`src/rtl/card_match_ctrl.sv`:
```
// card_match_ctrl: game controller for the 6x6 card-matching game.
// Tracks the cursor and the two-pick turn sequence. Each pick is looked up in
// the deck ROM, and the controller detects matches, holds a mismatched pair
// face-up for a timed reveal, and detects the end of the game.
module card_match_ctrl #(
    parameter int REVEAL_CYCLES = 50_000_000,
    parameter int NUM_PAIRS     = 18
) (
    input  logic        clock,
    input  logic        reset,
    input  logic        btn_up,
    input  logic        btn_down,
    input  logic        btn_left,
    input  logic        btn_right,
    input  logic        btn_sel,
    output logic [5:0]  card_addr,
    input  logic [4:0]  card_val,
    output logic [5:0]  cursor,
    output logic [5:0]  first_loc,
    output logic        first_valid,
    output logic [5:0]  second_loc,
    output logic        reveal,
    output logic [5:0]  card1,
    output logic [5:0]  card2,
    output logic        match_stb,
    output logic [35:0] found,
    output logic [4:0]  pairs_left,
    output logic        game_done
);

    typedef enum logic [2:0] {
        PICK1,
        LATCH1,
        PICK2,
        LATCH2,
        REVEAL,
        DONE
    } state_t;

    state_t      state;
    logic [4:0]  val1;
    logic [25:0] reveal_cnt;
    logic        any_move;
    logic        sel_ok;
    logic [2:0]  col;
    logic [5:0]  cursor_next;

    // The ROM is addressed straight from the cursor, so it samples the card
    // under the cursor on the same edge that accepts a select.
    assign card_addr = cursor;
    assign any_move  = btn_up | btn_down | btn_left | btn_right;
    assign sel_ok    = btn_sel & ~any_move;

    // Next cursor location: one move per cycle, priority up > down > left > right, wrapping within the axis.
    always_comb begin
        col         = 3'(cursor % 6'd6);
        cursor_next = cursor;
        if (btn_up)
            cursor_next = (cursor < 6'd6) ? cursor + 6'd30 : cursor - 6'd6;
        else if (btn_down)
            cursor_next = (cursor >= 6'd30) ? cursor - 6'd30 : cursor + 6'd6;
        else if (btn_left)
            cursor_next = (col == 3'd0) ? cursor + 6'd5 : cursor - 6'd1;
        else if (btn_right)
            cursor_next = (col == 3'd5) ? cursor - 6'd5 : cursor + 6'd1;
    end

    // Turn sequencer: cursor, the two picks, match bookkeeping, reveal timer and restart.
    always_ff @(posedge clock or posedge reset) begin
        if (reset) begin
            state       <= PICK1;
            cursor      <= 6'd0;
            first_loc   <= 6'd0;
            second_loc  <= 6'd0;
            first_valid <= 1'b0;
            reveal      <= 1'b0;
            card1       <= 6'd63;
            card2       <= 6'd63;
            match_stb   <= 1'b0;
            found       <= 36'd0;
            pairs_left  <= 5'(NUM_PAIRS);
            game_done   <= 1'b0;
            val1        <= 5'd0;
            reveal_cnt  <= 26'd0;
        end else begin
            match_stb <= 1'b0;
            if (state != DONE)
                cursor <= cursor_next;

            case (state)
                PICK1: begin
                    if (sel_ok && !found[cursor]) begin
                        first_loc <= cursor;
                        state     <= LATCH1;
                    end
                end
                LATCH1: begin
                    val1        <= card_val;
                    first_valid <= 1'b1;
                    state       <= PICK2;
                end
                PICK2: begin
                    if (sel_ok && !found[cursor] && (cursor != first_loc)) begin
                        second_loc <= cursor;
                        state      <= LATCH2;
                    end
                end
                LATCH2: begin
                    if (card_val == val1) begin
                        found       <= found | (36'd1 << first_loc) | (36'd1 << second_loc);
                        card1       <= first_loc;
                        card2       <= second_loc;
                        match_stb   <= 1'b1;
                        pairs_left  <= pairs_left - 5'd1;
                        first_valid <= 1'b0;
                        if (pairs_left == 5'd1) begin
                            game_done <= 1'b1;
                            state     <= DONE;
                        end else begin
                            state <= PICK1;
                        end
                    end else begin
                        reveal     <= 1'b1;
                        reveal_cnt <= 26'(REVEAL_CYCLES - 1);
                        state      <= REVEAL;
                    end
                end
                REVEAL: begin
                    if (reveal_cnt == 26'd0) begin
                        reveal      <= 1'b0;
                        first_valid <= 1'b0;
                        state       <= PICK1;
                    end else begin
                        reveal_cnt <= reveal_cnt - 26'd1;
                    end
                end
                DONE: begin
                    if (sel_ok) begin
                        found      <= 36'd0;
                        pairs_left <= 5'(NUM_PAIRS);
                        card1      <= 6'd63;
                        card2      <= 6'd63;
                        game_done  <= 1'b0;
                        cursor     <= 6'd0;
                        state      <= PICK1;
                    end
                end
                default: state <= PICK1;
            endcase
        end
    end

endmodule

```
`config.mk`:
```
export PLATFORM = sky130hd
export DESIGN_NAME = card_match_ctrl
export DESIGN_NICKNAME = d
export VERILOG_FILES = /design/src/rtl/card_match_ctrl.sv
export SDC_FILE = /design/constraint.sdc
export NUM_CORES = 1
export LEC_CHECK = 0
export ABC_CLOCK_PERIOD_IN_PS = 6500
export CAP_MARGIN = 30
export CORE_ASPECT_RATIO = 1.1
export CORE_UTILIZATION = 45
export DETAILED_ROUTE_END_ITERATION = 6
export GPL_ROUTABILITY_DRIVEN = 0
export PLACE_DENSITY = 0.76
export SLEW_MARGIN = 40
export SYNTH_ARGS = -nofsm -noshare
export SYNTH_HDL_FRONTEND = slang
export SYNTH_SLANG_ARGS = --single-unit
```
`constraint.sdc`:
```
create_clock -name clock -period 6.5 [get_ports clock]
set_input_delay 1.3 -clock clock [delete_from_list [all_inputs] [get_ports clock]]
set_output_delay 1.3 -clock clock [all_outputs]
set_load 0.01 [all_outputs]
```
==> results.tsv, run 1 <==
stage	metric	value	unit
setup_path	r2r_start	card_addr[1]$_DFF_PP0_	
layout	fin_nets	784	
grt	grt_first_pass_wirelength	29100	um
clocking	cts_setup_buffers	0	
routing	wl_per_cell	18.36	um
routing	dr.first_iter.drc_count	451	
setup_path	slowest_delay	0.72	ns
power_and_ir_drop	ir_worst_vdd	0.2103	mV
placement	io_buffers	92	
power_and_ir_drop	seqPwrFrac	36.1	%
synthesis	synth_top_area_share	36.13	%
layout	fillers	1220	
synthesis	synthMostInstantiatedCell	dfrtp_1	
grt	grt_pass1_vias	5826	
sta	setup_tns	0	ns
routing	routed_wirelength	17480	um
synthesis	seq_area_frac_synth	41.72	%
power_and_ir_drop	comb_power_share	45.1	%
synthesis	syn_area_per_cell	9.294	um2
setup_path	startpoint	card_addr[1]$_DFF_PP0_	
clocking	cts_tree	done	
flow_run	max_cap_viol_count	0	
placement	dp.final_hpwl	12030	um
synthesis	synth_top_cells_by_count	dfrtp_1, nand2_1, nor2_1, a21oi_1	
layout	drive_gt1_share	10.08	%
grt	grtUsageMet3	5.134	%
sta	slew_headroom	49.11	%
power_and_ir_drop	design_power_total	3.111	mW
setup_path	worst-path-buf-inv	1	
setup_path	crit_chain	inv_1 > ha_1 > nor2_1 > a2bb2oi_1 > a31oi_1 > or4b_2 > a21boi_0 > ha_1 > a21o_1 > a31o_2 > a21oi_1 > nor2_1 > o21ai_0 > o211ai_1 > o31ai_1	
outcome	status	finished, final reports clean	
clocking	cts_resized	0	
synthesis	synth_async_sr_flop_share	100.0	%
synthesis	ys_ff_latch	109	
worst_hold_path	min_from	card2[1]$_DFFE_PP1P_	
sta	hold_viol_final	0	
grt	antenna_found_initial	0	
synthesis	synth_top_cells_by_area	dfrtp_1, dfstp_2, nand2_1, nor2_1, a21oi_1	
routing	drc	0	
power_and_ir_drop	internal_power	1.806	mW
setup_path	cp_max_fo	14	
clocking	hold_buffers	0	
routing	drt-pass1-iter-count	5	
clocking	clkSinkCount	109	
synthesis	syn-num-nets	733	
sta	finalCritPeriodShare	75.85	%
power_and_ir_drop	p_leak	3.187	nW
setup_path	crit_type	flip-flop to flip-flop	
floorplanning	die_h	128.8	um
clocking	insertion_delay	0.36	ns
sta	drv_slew	0	
synthesis	synth_edf_count	0	
floorplanning	io_pins	93	
synthesis	yosysWarnings	0	
setup_path	slowest_stage	or4b_2	
sta	fin_crit	4.930	ns
sta	rsz0062_at_grt	false	
power_and_ir_drop	p_per_area	396.5	nW/um2
setup_path	crit_family	compound AO/OA/AOI/OAI gates	
clocking	cts_buffers	9	
synthesis	synth_largest_area_cell	dfrtp_1	
routing	vias	5746	
clocking	clockRootBuffer	clkbuf_16	
grt	grt-ovfl-total	0	
setup_path	critPathLaunchType	flip-flop	
floorplanning	die_x	117.3	um
floorplanning	placementRows	45	
grt	grt.total_usage	24.78	%
clocking	cts_buffer_depth	2	
grt	grtUsageMet2	40.45	%
setup_path	end_kind	flip-flop	
setup_path	crit_arrival	5.20	ns
floorplanning	die-area	15110	um2
floorplanning	core-area	14020	um2
clocking	htree_levels	3	
sta	worst_slew_pin_slew	0.7527	ns
worst_hold_path	min_path_type	flip-flop to flip-flop	
setup_path	cp.required	6.77	ns
synthesis	postSynthCellCount	708	
synthesis	synthFlopType	dfrtp_1	
routing	postRouteAntennaNets	0	
power_and_ir_drop	p_switching	1.305	mW
routing	via_per_inst	6.036	
sta	clock_skew	0.008790	ns
sta	achievable-frequency	202.8	MHz
power_and_ir_drop	p_sw_share	41.95	%
grt	grt-busiest-layer	met2	
floorplanning	start_util	46.93	%
sta	setup_violations	0	
grt	grt_max_degree	65	
synthesis	netlist_area	6580	um2
layout	n_antenna_cell	0	
power_and_ir_drop	p_clk_share	18.8	%
layout	syn_to_final_growth	19.26	%
layout	fin_util	55.97	%
sta	hold_ws	0.4889	ns
synthesis	synth_cell_types	69	
clocking	path_clk_slew	0.07	ns
grt	use_met1	31.51	%
-- state kept, by name, indices dropped and copies added (netlist names), 3 cells and up --
name and cells:
card_addr 6, first_loc 6, card1 6, val1 5
found 36, second_loc 6, pairs_left 5, state 3
reveal_cnt 26, card2 6
-- per-stage QoR --
stage | setup WS (ns) | instance area (um2) | cells
2_1_floorplan | 1.706 | 6580 | 708
3_3_place_gp | 1.826 | 7515 | 936
3_5_place_dp | 1.584 | 7517 | 936
4_1_cts | 1.552 | 7841 | 952
5_1_grt | 1.150 | 7848 | 952
6_report | 1.570 | 7848 | 952
-- area by class of cell --
cell class              count  area (um2)  share of cell area (%)
multi-input cells         529        3521                   44.87
well taps                 188       235.2                   2.997
repair buffers             98       969.7                   12.36
inverters                  12       47.55                  0.6059
clock inverters             3       31.28                  0.3986
clock buffers              13       292.8                   3.731
flip-flops and latches    109        2750                   35.04
-- routing by layer --
metal  share of wire, %  up-vias
li1                   -     2662
met1                 42     2792
met2                 49      248
met3                6.6       44
met4                2.6        0
met5                  0        -
-- path summary, 6_finish.rpt --
check / end / slack, ns / cells past startpoint
setup / recovery: card_addr[5]$_DFF_PP0_ / 1.57 / 15
hold / removal: card2[1]$_DFFE_PP1P_ / 0.49 / 2
setup reg to reg: card_addr[5]$_DFF_PP0_ / 1.57 / 15
hold reg to reg: card2[1]$_DFFE_PP1P_ / 0.49 / 2
max in group asynchronous: found[14]$_DFFE_PP0P_ / 4.15 / 3
min in group asynchronous: reveal_cnt[12]$_DFFE_PP0P_ / 1.35 / 2
-- tightest hold or removal path, stage by stage (launching register included) --
cell and delay (ns):
dfstp_2 0.37, nand2_1 0.05, nand3_1 0.07
-- cells in the final DEF, fill, tap and decap left out, types with 5 or more instances in the layout --
cell             synthesis  routed
a211oi_1                 9       9
a21oi_1                 53      53
buf_4                    7       5
clkbuf_16                0      11
clkdlybuf4s50_1          0      92
dfrtp_1                 95      91
dfstp_2                 14      14
ha_1                    12      12
inv_1                   12      11
mux2_2                   5       5
mux2_4                  12      12
mux2i_1                  7       7
mux4_1                   7       7
nand2_1                 74      74
nand2b_1                 8       8
nand3_1                 28      28
nand3b_1                 5       5
nand4_1                  5       5
nor2_1                  72      71
nor2b_1                 10      10
nor3_1                  13      13
nor4_1                  10      10
o211ai_1                 9       9
o21a_1                   5       5
o21ai_0                 23      23
o22ai_1                 33      33
o31ai_1                  9       9
or2_2                    7       7
or3_1                   13      13
or4_1                    6       6
xnor2_1                 21      21
xor2_1                  16      16
-- kinds of logic (layout without fill, tap and decap cells) --
group / after synthesis / in the layout / share of synthesized area (%)
adder cells (fa/ha/maj): 14 / 14 / 2.738
buffers and inverters: 70 / 126 / 4.811
AND/OR/NAND/NOR: 274 / 274 / 20.97
multiplexers: 34 / 34 / 8.481
flip-flops: 109 / 109 / 41.72
AO/OA/AOI/OAI: 170 / 170 / 16.35
XOR/XNOR: 37 / 37 / 4.925
-- power by group through the flow --
| stage | clock (mW) | combinational, mW | sequential [mW] |
|---|---|---|---|
| floorplan | 0 | 1.13 | 0.957 |
| global placement | 0 | 1.33 | 1.11 |
| detailed placement | 0 | 1.38 | 1.13 |
| CTS | 0.597 | 1.39 | 1.12 |
| global route | 0.621 | 1.55 | 1.15 |
| finish | 0.584 | 1.40 | 1.12 |
(Power assumes the default switching activity.)
==> run 2, diff against run 1 <==
Settings changed: ABC_CLOCK_PERIOD_IN_PS 6500 to 5100.
Clock period 6.5 ns to 5.1 ns, I/O delays scaled along.
==> results.tsv, run 2 (synthesized netlist as in run 1, its figures left out) <==
stage	metric	value	unit	change
layout	largest_reg_flops	36		unchanged
routing	drt-pass1-iter-count	5		unchanged
routing	top_layer	met4		
layout	reg_top3	found: 36 flops, reveal_cnt: 26 flops		
clocking	htree_levels	3		unchanged
placement	dp.final_hpwl	12480	um	+3.8%
worst_hold_path	min_from	card1[2]$_DFFE_PP1P_		
power_and_ir_drop	p_leak	3.190	nW	+0.10%
routing	wl_per_cell	18.58	um	+1.2%
routing	route.met3.wl	1190	um	+2.8%
floorplanning	io_pins	93		unchanged
setup_path	crit_chain	ha_1 > nor2_1 > a2bb2oi_1 > a31oi_1 > or4b_2 > a21boi_0 > ha_1 > a21o_1 > a31o_2 > a21oi_1 > nor2_1 > o21ai_0 > o211ai_1 > o31ai_1		
clocking	path_clk_slew	0.07	ns	about the same
setup_path	critPathLaunchType	flip-flop		
sta	hold_viol_final	0		unchanged
floorplanning	start_util	46.93	%	unchanged
layout	layout_commonest_cell	dfrtp_1		
layout	drive_gt1_share	10.13	%	+0.051 points
routing	routed_wirelength	17800	um	+1.8%
grt	grt_first_pass_wirelength	28930	um	-0.59%
clocking	cts_buffer_depth	2		unchanged
layout	fillers	1217		-0.25%
setup_path	crit_type	flip-flop to flip-flop		
sta	drv_slew	0		unchanged
clocking	hold_buffers	0		unchanged
grt	antenna_found_initial	0		unchanged
placement	place_area	7562	um2	+0.60%
setup_path	slowest_stage	or4b_2		
routing	via_per_inst	6.063		+0.45%
setup_path	r2r_start	card_addr[2]$_DFF_PP0_		
power_and_ir_drop	ir_worst_vdd	0.2404	mV	+14%
floorplanning	die-area	15110	um2	unchanged
setup_path	cp_max_fo	10		-4
clocking	clkSinkCount	109		unchanged
setup_path	crit_arrival	5.01	ns	-0.19 ns
routing	dr.first_iter.drc_count	465		+3.1%
setup_path	crit_family	compound AO/OA/AOI/OAI gates		
layout	largest_register	found		
layout	fin_area	7833	um2	-0.19%
placement	io_buffers	92		unchanged
setup_path	slowest_delay	0.71	ns	about the same
layout	syn_to_final_growth	19.03	%	
layout	fin_nets	790		+0.77%
floorplanning	die_h	128.8	um	unchanged
sta	setup_violations	0		unchanged
floorplanning	placementRows	45		unchanged
sta	slew_headroom	55.97	%	+6.9 points
sta	rsz0062_at_grt	false		
worst_hold_path	min_to	card1[2]$_DFFE_PP1P_		
grt	grt_pass1_vias	5736		-1.5%
sta	finalCritPeriodShare	93.73	%	+18 points
worst_hold_path	min_path_type	flip-flop to flip-flop		
sta	worst_slew_pin_slew	0.6513	ns	-0.1014 ns
grt	grt-ovfl-total	0		unchanged
sta	hold_ws	0.4875	ns	-0.001412 ns
routing	wl_met2	8782	um	+2.3%
layout	final_cell_mix	dfrtp_1, clkdlybuf4s50_1, nand2_1, nor2_1, a21oi_1		
layout	n_antenna_cell	0		unchanged
clocking	insertion_delay	0.35	ns	about the same
outcome	status	finished, final reports clean		
sta	setup_tns	0	ns	unchanged
setup_path	timing.rr.end	card_addr[5]$_DFF_PP0_		
setup_path	cp.required	5.33	ns	-1.44 ns
power_and_ir_drop	p_per_area	503.6	nW/um2	+27%
flow_run	max_cap_viol_count	0		unchanged
routing	wl_met1	7493	um	+3.0%
routing	postRouteAntennaNets	0		unchanged
clocking	cts_resized	0		unchanged
clocking	cts_tree	done		
grt	grt.total_usage	24.83	%	+0.053 points
setup_path	reg2reg_slack	0.32	ns	-1.25 ns
floorplanning	die_x	117.3	um	unchanged
clocking	clockRootBuffer	clkbuf_16		
sta	clock_skew	0.008629	ns	-0.0001617 ns
clocking	cts_buffers	9		unchanged
grt	grt_max_degree	84		+29%
sta	fin_crit	4.780	ns	-0.1504 ns
setup_path	end_kind	flip-flop		
setup_path	rr_worst_depth	14		-1
routing	drc	0		unchanged
sta	achievable-frequency	209.2	MHz	+3.1%
setup_path	worst-path-buf-inv	0		-1
worst_hold_path	holdPathStages	2		unchanged
sta	timing.final.ws_setup	0.3200	ns	-1.250 ns
routing	vias	5808		+1.1%
clocking	cts_setup_buffers	0		unchanged
floorplanning	core-area	14020	um2	unchanged
placement	dp_slack	0.4324	ns	-1.152 ns
-- run 2: worst max path at each step --
stage | slack, ns | endpoint | cells past startpoint | start
floorplan | 0.31 | card_addr[5]$_DFF_PP0_ | 17 | card_addr[1]$_DFF_PP0_
global placement | 0.72 | card_addr[5]$_DFF_PP0_ | 14 | card_addr[2]$_DFF_PP0_
detailed placement | 0.43 | card_addr[5]$_DFF_PP0_ | 14 | card_addr[2]$_DFF_PP0_
CTS | 0.38 | card_addr[5]$_DFF_PP0_ | 14 | card_addr[2]$_DFF_PP0_
global route | 0.003 | card_addr[5]$_DFF_PP0_ | 14 | card_addr[2]$_DFF_PP0_
finish | 0.32 | card_addr[5]$_DFF_PP0_ | 14 | card_addr[2]$_DFF_PP0_
-- run 2: worst min-delay path: stages, from the launching register on --
cell and delay [ns]:
dfstp_2 0.37, nand2_1 0.05, nand3_1 0.07
-- run 2: area by class of cell --
| cell class | count | area [um2] | share of cell area (%) |
|---|---|---|---|
| Multi-Input combinational cell | 529 | 3521 | 44.95 |
| Timing Repair Buffer | 104 | 1011 | 12.91 |
| Clock inverter | 5 | 35.03 | 0.4473 |
| Sequential cell | 109 | 2745 | 35.05 |
| Tap cell | 188 | 235.2 | 3.003 |
| Inverter | 12 | 52.55 | 0.6709 |
| Clock buffer | 11 | 232.7 | 2.971 |
-- run 2: per-stage QoR --
stage / utilization (%) / power [mW] / std cells
after floorplan: - / 2.665 / 708
after global placement: 53.92 / 3.155 / 942
after detailed placement: 53.94 / 3.263 / 942
after CTS: 55.85 / 3.928 / 958
after global routing: 55.87 / 4.193 / 958
final: 55.87 / 3.945 / 958
-- run 2: power by group --
group          leakage (nW)  internal [mW]  total [mW]  switching, mW
registers              1.32           1.03        1.33          0.302
clock network         0.130          0.333       0.650          0.317
logic                  1.74          0.890        1.96           1.07
-- run 2: routing by layer --
layer,track usage [%],vias up
li1,-,2672
met2,39.72,250
met5,0,-
met4,9.382,0
met1,33.39,2852
met3,4.663,34
